==> src/rtl/enemy_controller.sv <==
// Single-enemy state machine: spawn, per-frame motion, hit/flash handling, kill and escape.
// The enemy type output is named enemy_type because `type` is a reserved word in SystemVerilog.
module enemy_controller #(
    parameter logic [9:0] X_MIN        = 10'd8,
    parameter logic [9:0] X_MAX        = 10'd631,
    parameter logic [9:0] Y_MAX        = 10'd471,
    parameter logic [3:0] FLASH_FRAMES = 4'd4
) (
    input  logic       clk,
    input  logic       rst,
    input  logic       frame_tick,
    input  logic       spawn_req,
    input  logic [1:0] spawn_type,
    input  logic [9:0] spawn_x,
    input  logic [9:0] spawn_y,
    output logic       spawn_ack,
    input  logic       hit,
    output logic [1:0] enemy_type,
    output logic [3:0] health,
    output logic [9:0] x_mid,
    output logic [9:0] y_mid,
    output logic       alive,
    output logic       killed,
    output logic       escaped
);

    typedef enum logic [1:0] {IDLE, ALIVE, FLASH} state_t;

    state_t      state, state_nxt;
    logic        dir_right, dir_nxt;
    logic [3:0]  flash_cnt, flash_nxt;
    logic [1:0]  type_nxt;
    logic [3:0]  health_nxt;
    logic [9:0]  x_nxt, y_nxt;
    logic        ack_nxt, killed_nxt, escaped_nxt;

    logic [1:0]  y_step;
    logic [10:0] y_sum;
    logic [9:0]  y_mv, x_mv;
    logic        dir_mv, escape;

    // Candidate motion for this tick; only committed when frame_tick is high.
    always_comb begin
        case (enemy_type)
            2'd0:    y_step = 2'd3;
            2'd1:    y_step = 2'd2;
            default: y_step = 2'd1;
        endcase
        y_sum = {1'b0, y_mid} + {9'd0, y_step};
        y_mv  = y_sum[10] ? 10'h3FF : y_sum[9:0];
        if (x_mid >= X_MAX) begin
            dir_mv = 1'b0;
            x_mv   = X_MAX - 10'd1;
        end else if (x_mid <= X_MIN) begin
            dir_mv = 1'b1;
            x_mv   = X_MIN + 10'd1;
        end else begin
            dir_mv = dir_right;
            x_mv   = dir_right ? x_mid + 10'd1 : x_mid - 10'd1;
        end
        escape = frame_tick && (y_mv >= Y_MAX);
    end

    always_ff @(posedge clk) begin
        if (rst) state <= IDLE;
        else     state <= state_nxt;
    end

    always_comb begin
        state_nxt = state;
        case (state)
            IDLE:  if (spawn_req && spawn_type != 2'd3) state_nxt = ALIVE;
            ALIVE: begin
                if (escape)   state_nxt = IDLE;
                else if (hit) state_nxt = (health <= 4'd1) ? IDLE : FLASH;
            end
            FLASH: begin
                if (escape)                               state_nxt = IDLE;
                else if (frame_tick && flash_cnt <= 4'd1) state_nxt = ALIVE;
            end
            default: state_nxt = IDLE;
        endcase
    end

    // Next values of every registered output; escape beats a same-cycle hit.
    always_comb begin
        type_nxt    = enemy_type;
        health_nxt  = health;
        x_nxt       = x_mid;
        y_nxt       = y_mid;
        dir_nxt     = dir_right;
        flash_nxt   = flash_cnt;
        ack_nxt     = 1'b0;
        killed_nxt  = 1'b0;
        escaped_nxt = 1'b0;
        if (state == IDLE) begin
            if (spawn_req && spawn_type != 2'd3) begin
                type_nxt  = spawn_type;
                x_nxt     = spawn_x;
                y_nxt     = spawn_y;
                dir_nxt   = 1'b1;
                flash_nxt = 4'd0;
                ack_nxt   = 1'b1;
                case (spawn_type)
                    2'd0:    health_nxt = 4'd1;
                    2'd1:    health_nxt = 4'd3;
                    default: health_nxt = 4'd4;
                endcase
            end
        end else begin
            if (frame_tick) begin
                y_nxt = y_mv;
                if (enemy_type == 2'd1) begin
                    x_nxt   = x_mv;
                    dir_nxt = dir_mv;
                end
            end
            if (escape) begin
                escaped_nxt = 1'b1;
                flash_nxt   = 4'd0;
            end else if (state == ALIVE && hit) begin
                if (health <= 4'd1) begin
                    health_nxt = 4'd0;
                    killed_nxt = 1'b1;
                end else begin
                    health_nxt = health - 4'd1;
                    flash_nxt  = FLASH_FRAMES;
                end
            end else if (state == FLASH && frame_tick) begin
                flash_nxt = (flash_cnt <= 4'd1) ? 4'd0 : flash_cnt - 4'd1;
            end
        end
    end

    always_ff @(posedge clk) begin
        if (rst) begin
            enemy_type <= 2'd0;
            health     <= 4'd0;
            x_mid      <= 10'd0;
            y_mid      <= 10'd0;
            dir_right  <= 1'b1;
            flash_cnt  <= 4'd0;
            alive      <= 1'b0;
            spawn_ack  <= 1'b0;
            killed     <= 1'b0;
            escaped    <= 1'b0;
        end else begin
            enemy_type <= type_nxt;
            health     <= health_nxt;
            x_mid      <= x_nxt;
            y_mid      <= y_nxt;
            dir_right  <= dir_nxt;
            flash_cnt  <= flash_nxt;
            alive      <= (state_nxt != IDLE);
            spawn_ack  <= ack_nxt;
            killed     <= killed_nxt;
            escaped    <= escaped_nxt;
        end
    end

endmodule
==> config.mk <==
export PLATFORM = sky130hd
export DESIGN_NAME = enemy_controller
export DESIGN_NICKNAME = d
export VERILOG_FILES = /design/src/rtl/enemy_controller.sv
export SDC_FILE = /design/constraint.sdc
export NUM_CORES = 1
export LEC_CHECK = 0
export BUFFER_PORTS_ARGS = -buffer_cell sky130_fd_sc_hd__buf_2
export CORE_UTILIZATION = 45
export DETAILED_ROUTE_END_ITERATION = 6
export GPL_ROUTABILITY_DRIVEN = 1
export GPL_TIMING_DRIVEN = 0
export PLACE_DENSITY = 0.71
export SYNTH_ARGS = -nofsm -noshare
export SYNTH_HDL_FRONTEND = slang
export SYNTH_SLANG_ARGS = --single-unit
==> constraint.sdc <==
create_clock -name clk -period 2.9 [get_ports clk]
set_input_delay 0.87 -clock clk [delete_from_list [all_inputs] [get_ports clk]]
set_output_delay 0.87 -clock clk [all_outputs]
set_load 0.005 [all_outputs]
; After elaboration in Yosys (flattened, before gate mapping)
; Cells that the tools add are included.
[classes]
reduce_logical = 23
bitwise_logic = 2
eq_ne = 8
n_addsub = 5
mux = 41
order_cmp = 5
[op_table]
columns = cell, n
row1 = 2-to-1 mux 10 bit, 11
row2 = 2-to-1 mux 4 bit, 12
row3 = 2-to-1 mux 2 bit, 6
row4 = adder 10 x 2 -> 11 bit, 1
row5 = "adder 10 x 1 -> 10 bit, second input constant", 1
row6 = "greater-or-equal comparator 10 bit, second input constant", 1
row7 = "greater-or-equal comparator 10 x 9 -> 1 bit, second input constant", 1
row8 = "<= comparator 10 x 4 -> 1 bit, second input constant", 1
row9 = "subtractor 10 x 1 -> 10 bit, second input constant", 1
row10 = 2-to-1 mux 1 bit, 9
row11 = AND reduction 3 bit, 3
row12 = "<= comparator 4 x 1 -> 1 bit, second input constant", 2
row13 = nonzero test 2 bit, 4
row14 = "subtractor 4 x 1 -> 4 bit, second input constant", 2
row15 = "== test 2 x 1 -> 1 bit, second input constant", 3
row16 = logical NOT 2 bit, 3
row17 = case mux 2 bit (3 select lines), 1
row18 = case mux 3 bit (2 select lines), 1
row19 = logical AND 1 bit, 5
row20 = "!= test 2 bit, second input constant", 2
row21 = "!= test 4 bit, second input constant", 1
row22 = case mux 2 bit (2 select lines), 1
row23 = AND reduction 2 bit, 2
row24 = AND reduction 4 bit, 1
row25 = other kinds (7), 9
[totals]
elab_cells = 95
ff_bits = 37
in_bits = 27
output_inout_bits = 30

; Depth between registers and ports, before layout
[depth]
word_depth = 9
ltp_mapped = 11
depth_no_buf = 11

; Worst setup path before layout
; No wires, ideal clock.
[synth_timing]
path_kind = register -> register
start = reg enemy_type[1]
end = reg health[3]
period_less_slack_ns = 2.856
n_path_buf = 0
setup_ns = 0.071
t_required_ns = 2.829
arrival_ns = 2.786
slack_ns = 0.044
path_stages_with_launch = 12
path_cell_list = dfxtp_1 -> inv_1 -> nand2_1 -> ha_1 -> fa_1 -> and3_2 -> a21oi_1 -> a41o_1 -> a211oi_2 -> a221o_2 -> or4_1 -> a21oi_1
[synth_via]
elab_chain_cells = 8
elab_cells_between_ends = 9
classes_between = add/sub: 1 / order compare: 1 / eq/ne: 2 / mux: 2 / reduce/logical: 3
[synth_lines]
columns = element, line
row1 = start: declaration, 18  ; output logic [1:0] enemy_type,
row2 = start signal: assignment, 148  ; enemy_type <= type_nxt;
row3 = == test 2 x 1 -> 1 bit or logical NOT 2 bit (tied branches), 44  ; case (enemy_type)
row4 = case mux 2 bit (2 select lines) (*), 44
row5 = adder 10 x 2 -> 11 bit (*), 49  ; y_sum = {1'b0, y_mid} + {9'd0, y_step};
row6 = 2-to-1 mux 10 bit (*), 50  ; y_mv = y_sum[10] ? 10'h3FF : y_sum[9:0];
row7 = greater-or-equal comparator 10 x 9 -> 1 bit (*), 61  ; escape = frame_tick && (y_mv >= Y_MAX);
row8 = logical AND 1 bit (*), 61
row9 = != test 2 x 1 -> 1 bit (no line) (*), n/a
row10 = AND reduction 3 bit (no line) (*), n/a
row11 = end signal: assignment, 149  ; health <= health_nxt;
row12 = end: declaration, 19  ; output logic [3:0] health,
; Every way passes the cells marked *; elsewhere a longest branch is shown, timed or not.
; A chain may end at the register's enable or synchronous reset.

; Final worst setup path
[layout_timing]
start = reg enemy_type[1]
end = reg health[2]
; Same word-level chain as after synthesis.

==> results.md <==
Run status:
- The flow ran to the end, and the final reports show no timing, DRC or antenna violations.

STA:
- Counting I/O delays and the setup requirement, the final critical path takes 2.84 ns.
- The post-route setup TNS is 0 ns.
- The worst max-slew margin expressed relative to the limit is 57.5%.
- The number of setup violations in the final report is 0.
- The setup clock skew after layout is 0.00705 ns.
- The smallest hold slack is 0.498 ns.
- Based on the critical path, the design can be clocked at up to 352 MHz.
- The number of pins with negative max-slew slack in the final report came to 0.
- The final clock period utilization by the worst path is 97.8%.
- The final-report hold violation count is 0.
- At the pin with the least slew margin, the transition time is 0.633 ns.

Global route:
- Entering global routing, the biggest net connects 13 pins.
- Global routing used 25.0% of the available tracks across all layers.
- The via count of the first global-routing pass came to 2505.
- Global routing finished with a remaining overflow of 0.
- The first global-routing pass estimated 11800 µm of wire.
- The number of antenna violations at the first check in global routing is 0.

Route:
- The post-detailed-route count of antenna-violating nets is 0.
- The mean routed wirelength per cell is 15.0 µm.
- For this run, design rule violations remaining after detail routing come to 0.
- Summed over all layers, the routed wires come to 7030 µm.
- Before antenna repair, the detailed router went through 4 iterations.
- The count of vias placed by the detailed router is 2686.
- In this run, the number of DRC markers left after iteration 0 of detailed routing was 188.
- The routed via count divided by cell count is 5.74.

Yosys:
- After synthesis the netlist holds a flip-flop and latch count of 37.
- The portion of synthesized cell area occupied by the leading cell type is 29.5%.
- The most common cell in the synthesized netlist is sky130_fd_sc_hd__nor2_1.
- When the netlist entered floorplanning its net count stood at 368.
- The largest total area in the synthesized netlist belongs to sky130_fd_sc_hd__dfxtp_1.
- The fraction of the yosys area taken by sequential cells is 29.5%.
- The most frequently used flop master after synthesis is sky130_fd_sc_hd__dfxtp_1.
- Synthesis handed over a netlist of 325 instances.
- The count of distinct cell types in the synthesized netlist is 59.
- The cell area that synthesis handed to floorplanning was 2510 µm².
- Each instance of the synthesized netlist takes up on average 7.73 µm².
- In the synthesized netlist, the cells that appear most often are sky130_fd_sc_hd__nor2_1 (42), sky130_fd_sc_hd__dfxtp_1 (37), sky130_fd_sc_hd__nand2_1 (32).
- By area the synthesized netlist is led by sky130_fd_sc_hd__dfxtp_1 (29%), sky130_fd_sc_hd__ha_1 (7.0%), sky130_fd_sc_hd__nor2_1 (6.3%).
- Counting flops with an async set or reset pin after synthesis yields a share of 0%.
- The number of warnings printed during yosys synthesis is 0.
- In this run, synthesis inferred 0 flip-flops with an integrated enable.

Placement:
- The count of buffers from port buffering is 55.
- Once detailed placement completed, the half-perimeter wirelength came to 5010 µm.
- The placer's final routability congestion estimate is 0.825.
- The total placed cells including tap cells is 450.

Die:
- The starting density of the core is 48.0%.
- The die is 76.7 µm wide.
- The full die area is 5890 µm².
- The vertical die dimension is 76.7 µm.
- In this run the count of I/O pins placed on the die edge is 57.
- The number of rows created at floorplan is 26.
- The region available for standard cell placement spans 5240 µm².

Critical path:
- The startpoint kind of the worst setup timing path is a register.
- Along the worst path, the maximum fanout reaches 6.
- At the worst endpoint, the required time is 3.12 ns.
- The worst setup path is captured at a register.
- At the worst endpoint, the arrival time is 3.06 ns.
- The critical path start-end classification is reg -> reg.

Cells and area:
- The antenna cell count is 0.
- Once layout is complete, the utilization of the core stands at 59.7%.
- The layout overhead on the synthesized area is 24.6%.
- The final net count is 440.
- Leaving out filler cells and counting taps, the final layout contains 468.
- The post-route netlist has 24.1% of its cells at a drive strength greater than 1.

CTS:
- Counting the buffers created by CTS gives 5.
- The CTS tree is yes.
- The number of sinks handled by clock tree synthesis is 37.
- The later pin in the worst-skew pair is clocked with a latency of 0.29 ns.
- The count of hold-fix buffers inserted at cts is 0.
- After clock tree synthesis, the clock-pin slew on the worst setup and hold paths is 0.08 ns.
- The maximum root-to-sink buffer count is 2.
- CTS built an H-tree with a depth of 2.
- The tree is rooted in a sky130_fd_sc_hd__clkbuf_8.

Job:
- The max-capacitance violation count is 0.

Power and ir drop:
- The power per standard cell area is 559 nW/µm².
- Power comes to 1.75 mW.
- Across the VDD grid, the largest voltage drop is 314 µV.
- The analysis attributes to cell leakage a power of 1.34 nW.

Hold path:
- The tightest min-delay check is of the reg -> reg type.
## final timing paths
kind | startpoint | end | slack [ns] | depth (start not counted)
hold reg to reg | flash_cnt[2] | flash_cnt[2] | 0.50 | 2
setup reg to reg | enemy_type[1] | health[2] | 0.06 | 12
hold / removal | flash_cnt[2] | flash_cnt[2] | 0.50 | 2
setup / recovery | enemy_type[1] | health[2] | 0.06 | 12
## cell type report
type / count / area, µm²
Tap cell: 70 / 87.6
Inverter: 14 / 52.6
Timing Repair Buffer: 65 / 350
Sequential cell: 37 / 742
Multi-Input combinational cell: 261 / 1730
Clock inverter: 2 / 37.5
Fill cell: 518 / 2110
Clock buffer: 6 / 82.6
Buffer: 13 / 51.3
## layout by cell type (no fill, tap or decap), types with 2 or more instances in the layout
master and n:
sky130_fd_sc_hd__a211oi_1 12, sky130_fd_sc_hd__a21boi_0 2, sky130_fd_sc_hd__a21o_1 4, sky130_fd_sc_hd__a21oi_1 18
sky130_fd_sc_hd__a221oi_1 6, sky130_fd_sc_hd__a311oi_1 2, sky130_fd_sc_hd__a31oi_1 3, sky130_fd_sc_hd__and3_1 5
sky130_fd_sc_hd__buf_2 57, sky130_fd_sc_hd__buf_4 10, sky130_fd_sc_hd__clkbuf_1 11, sky130_fd_sc_hd__clkbuf_8 6
sky130_fd_sc_hd__dfxtp_1 36, sky130_fd_sc_hd__ha_1 13, sky130_fd_sc_hd__inv_1 13, sky130_fd_sc_hd__mux2i_1 4
sky130_fd_sc_hd__nand2_1 31, sky130_fd_sc_hd__nand2b_1 2, sky130_fd_sc_hd__nand3_1 7, sky130_fd_sc_hd__nand3b_1 3
sky130_fd_sc_hd__nand4_1 4, sky130_fd_sc_hd__nor2_1 42, sky130_fd_sc_hd__nor2b_1 4, sky130_fd_sc_hd__nor3_1 12
sky130_fd_sc_hd__nor4_1 3, sky130_fd_sc_hd__o211ai_1 8, sky130_fd_sc_hd__o21a_1 2, sky130_fd_sc_hd__o21ai_0 18
sky130_fd_sc_hd__o21ai_1 2, sky130_fd_sc_hd__o22ai_1 3, sky130_fd_sc_hd__o32a_1 2, sky130_fd_sc_hd__o41ai_1 3
sky130_fd_sc_hd__or2_2 2, sky130_fd_sc_hd__or3_1 6, sky130_fd_sc_hd__xnor2_1 5
## state kept, by name, indices dropped and copies added (netlist names)
signal	cells
dir_right	1
alive	1
health	4
flash_cnt	4
y_mid	10
escaped	1
spawn_ack	1
enemy_type	2
x_mid	10
killed	1
state	2
## power breakdown
part / switching [mW] / total (mW) / internal (mW)
clock: 0.199 / 0.479 / 0.280
sequential: 0.0751 / 0.640 / 0.564
combinational: 0.358 / 0.632 / 0.273
total: 0.633 / 1.75 / 1.12
## what timing repair did
action,CTS,global route
setup endpoints to repair,6,8
pin swaps,3,7
resized for setup,4,9
buffers inserted,4,6
## logic make-up (layout without fill, tap and decap cells)
| kind of cell | after synthesis | after routing | share of synthesized area (%) |
|---|---|---|---|
| DFF | 37 | 37 | 29.5 |
| xor gates and xnor gates | 5 | 5 | 1.74 |
| muxes | 6 | 6 | 2.64 |
| adders and majority gates | 16 | 16 | 8.57 |
| and+or+nand+nor | 134 | 134 | 26.2 |
| AOI/OAI and AO/OA | 100 | 100 | 27.2 |
| buffers and inverters | 27 | 100 | 4.13 |
## routing by layer
metal	vias to the layer above	routed length, µm	GRT usage, %
met5	-	0	0
met2	75	3440	41.5
met3	7	340	4.64
li1	1353	-	-
met4	0	79	7.31
met1	1251	3170	32.6
## worst max-delay path, stage by stage, from the launching register on
cell	delay [ns]
sky130_fd_sc_hd__dfxtp_2	0.33
sky130_fd_sc_hd__inv_2	0.09
sky130_fd_sc_hd__nand2_4	0.07
sky130_fd_sc_hd__ha_4	0.17
sky130_fd_sc_hd__fa_2	0.40
sky130_fd_sc_hd__nor2b_4	0.15
sky130_fd_sc_hd__o211ai_1	0.25
sky130_fd_sc_hd__a41o_1	0.26
sky130_fd_sc_hd__a211oi_4	0.08
sky130_fd_sc_hd__a221o_2	0.41
sky130_fd_sc_hd__buf_4	0.15
sky130_fd_sc_hd__or2_2	0.29
sky130_fd_sc_hd__a21oi_2	0.12
## per-stage QoR
step | setup WS (ns) | cell area (µm²)
after floorplan | 0.0437 | 2510
after global placement | -0.174 | 2880
after detailed placement | -0.204 | 2880
after CTS | 0.0243 | 3040
after global routing | -0.0425 | 3130
final | 0.0628 | 3130
No activity file was read; power rests on OpenSTA's default activity.
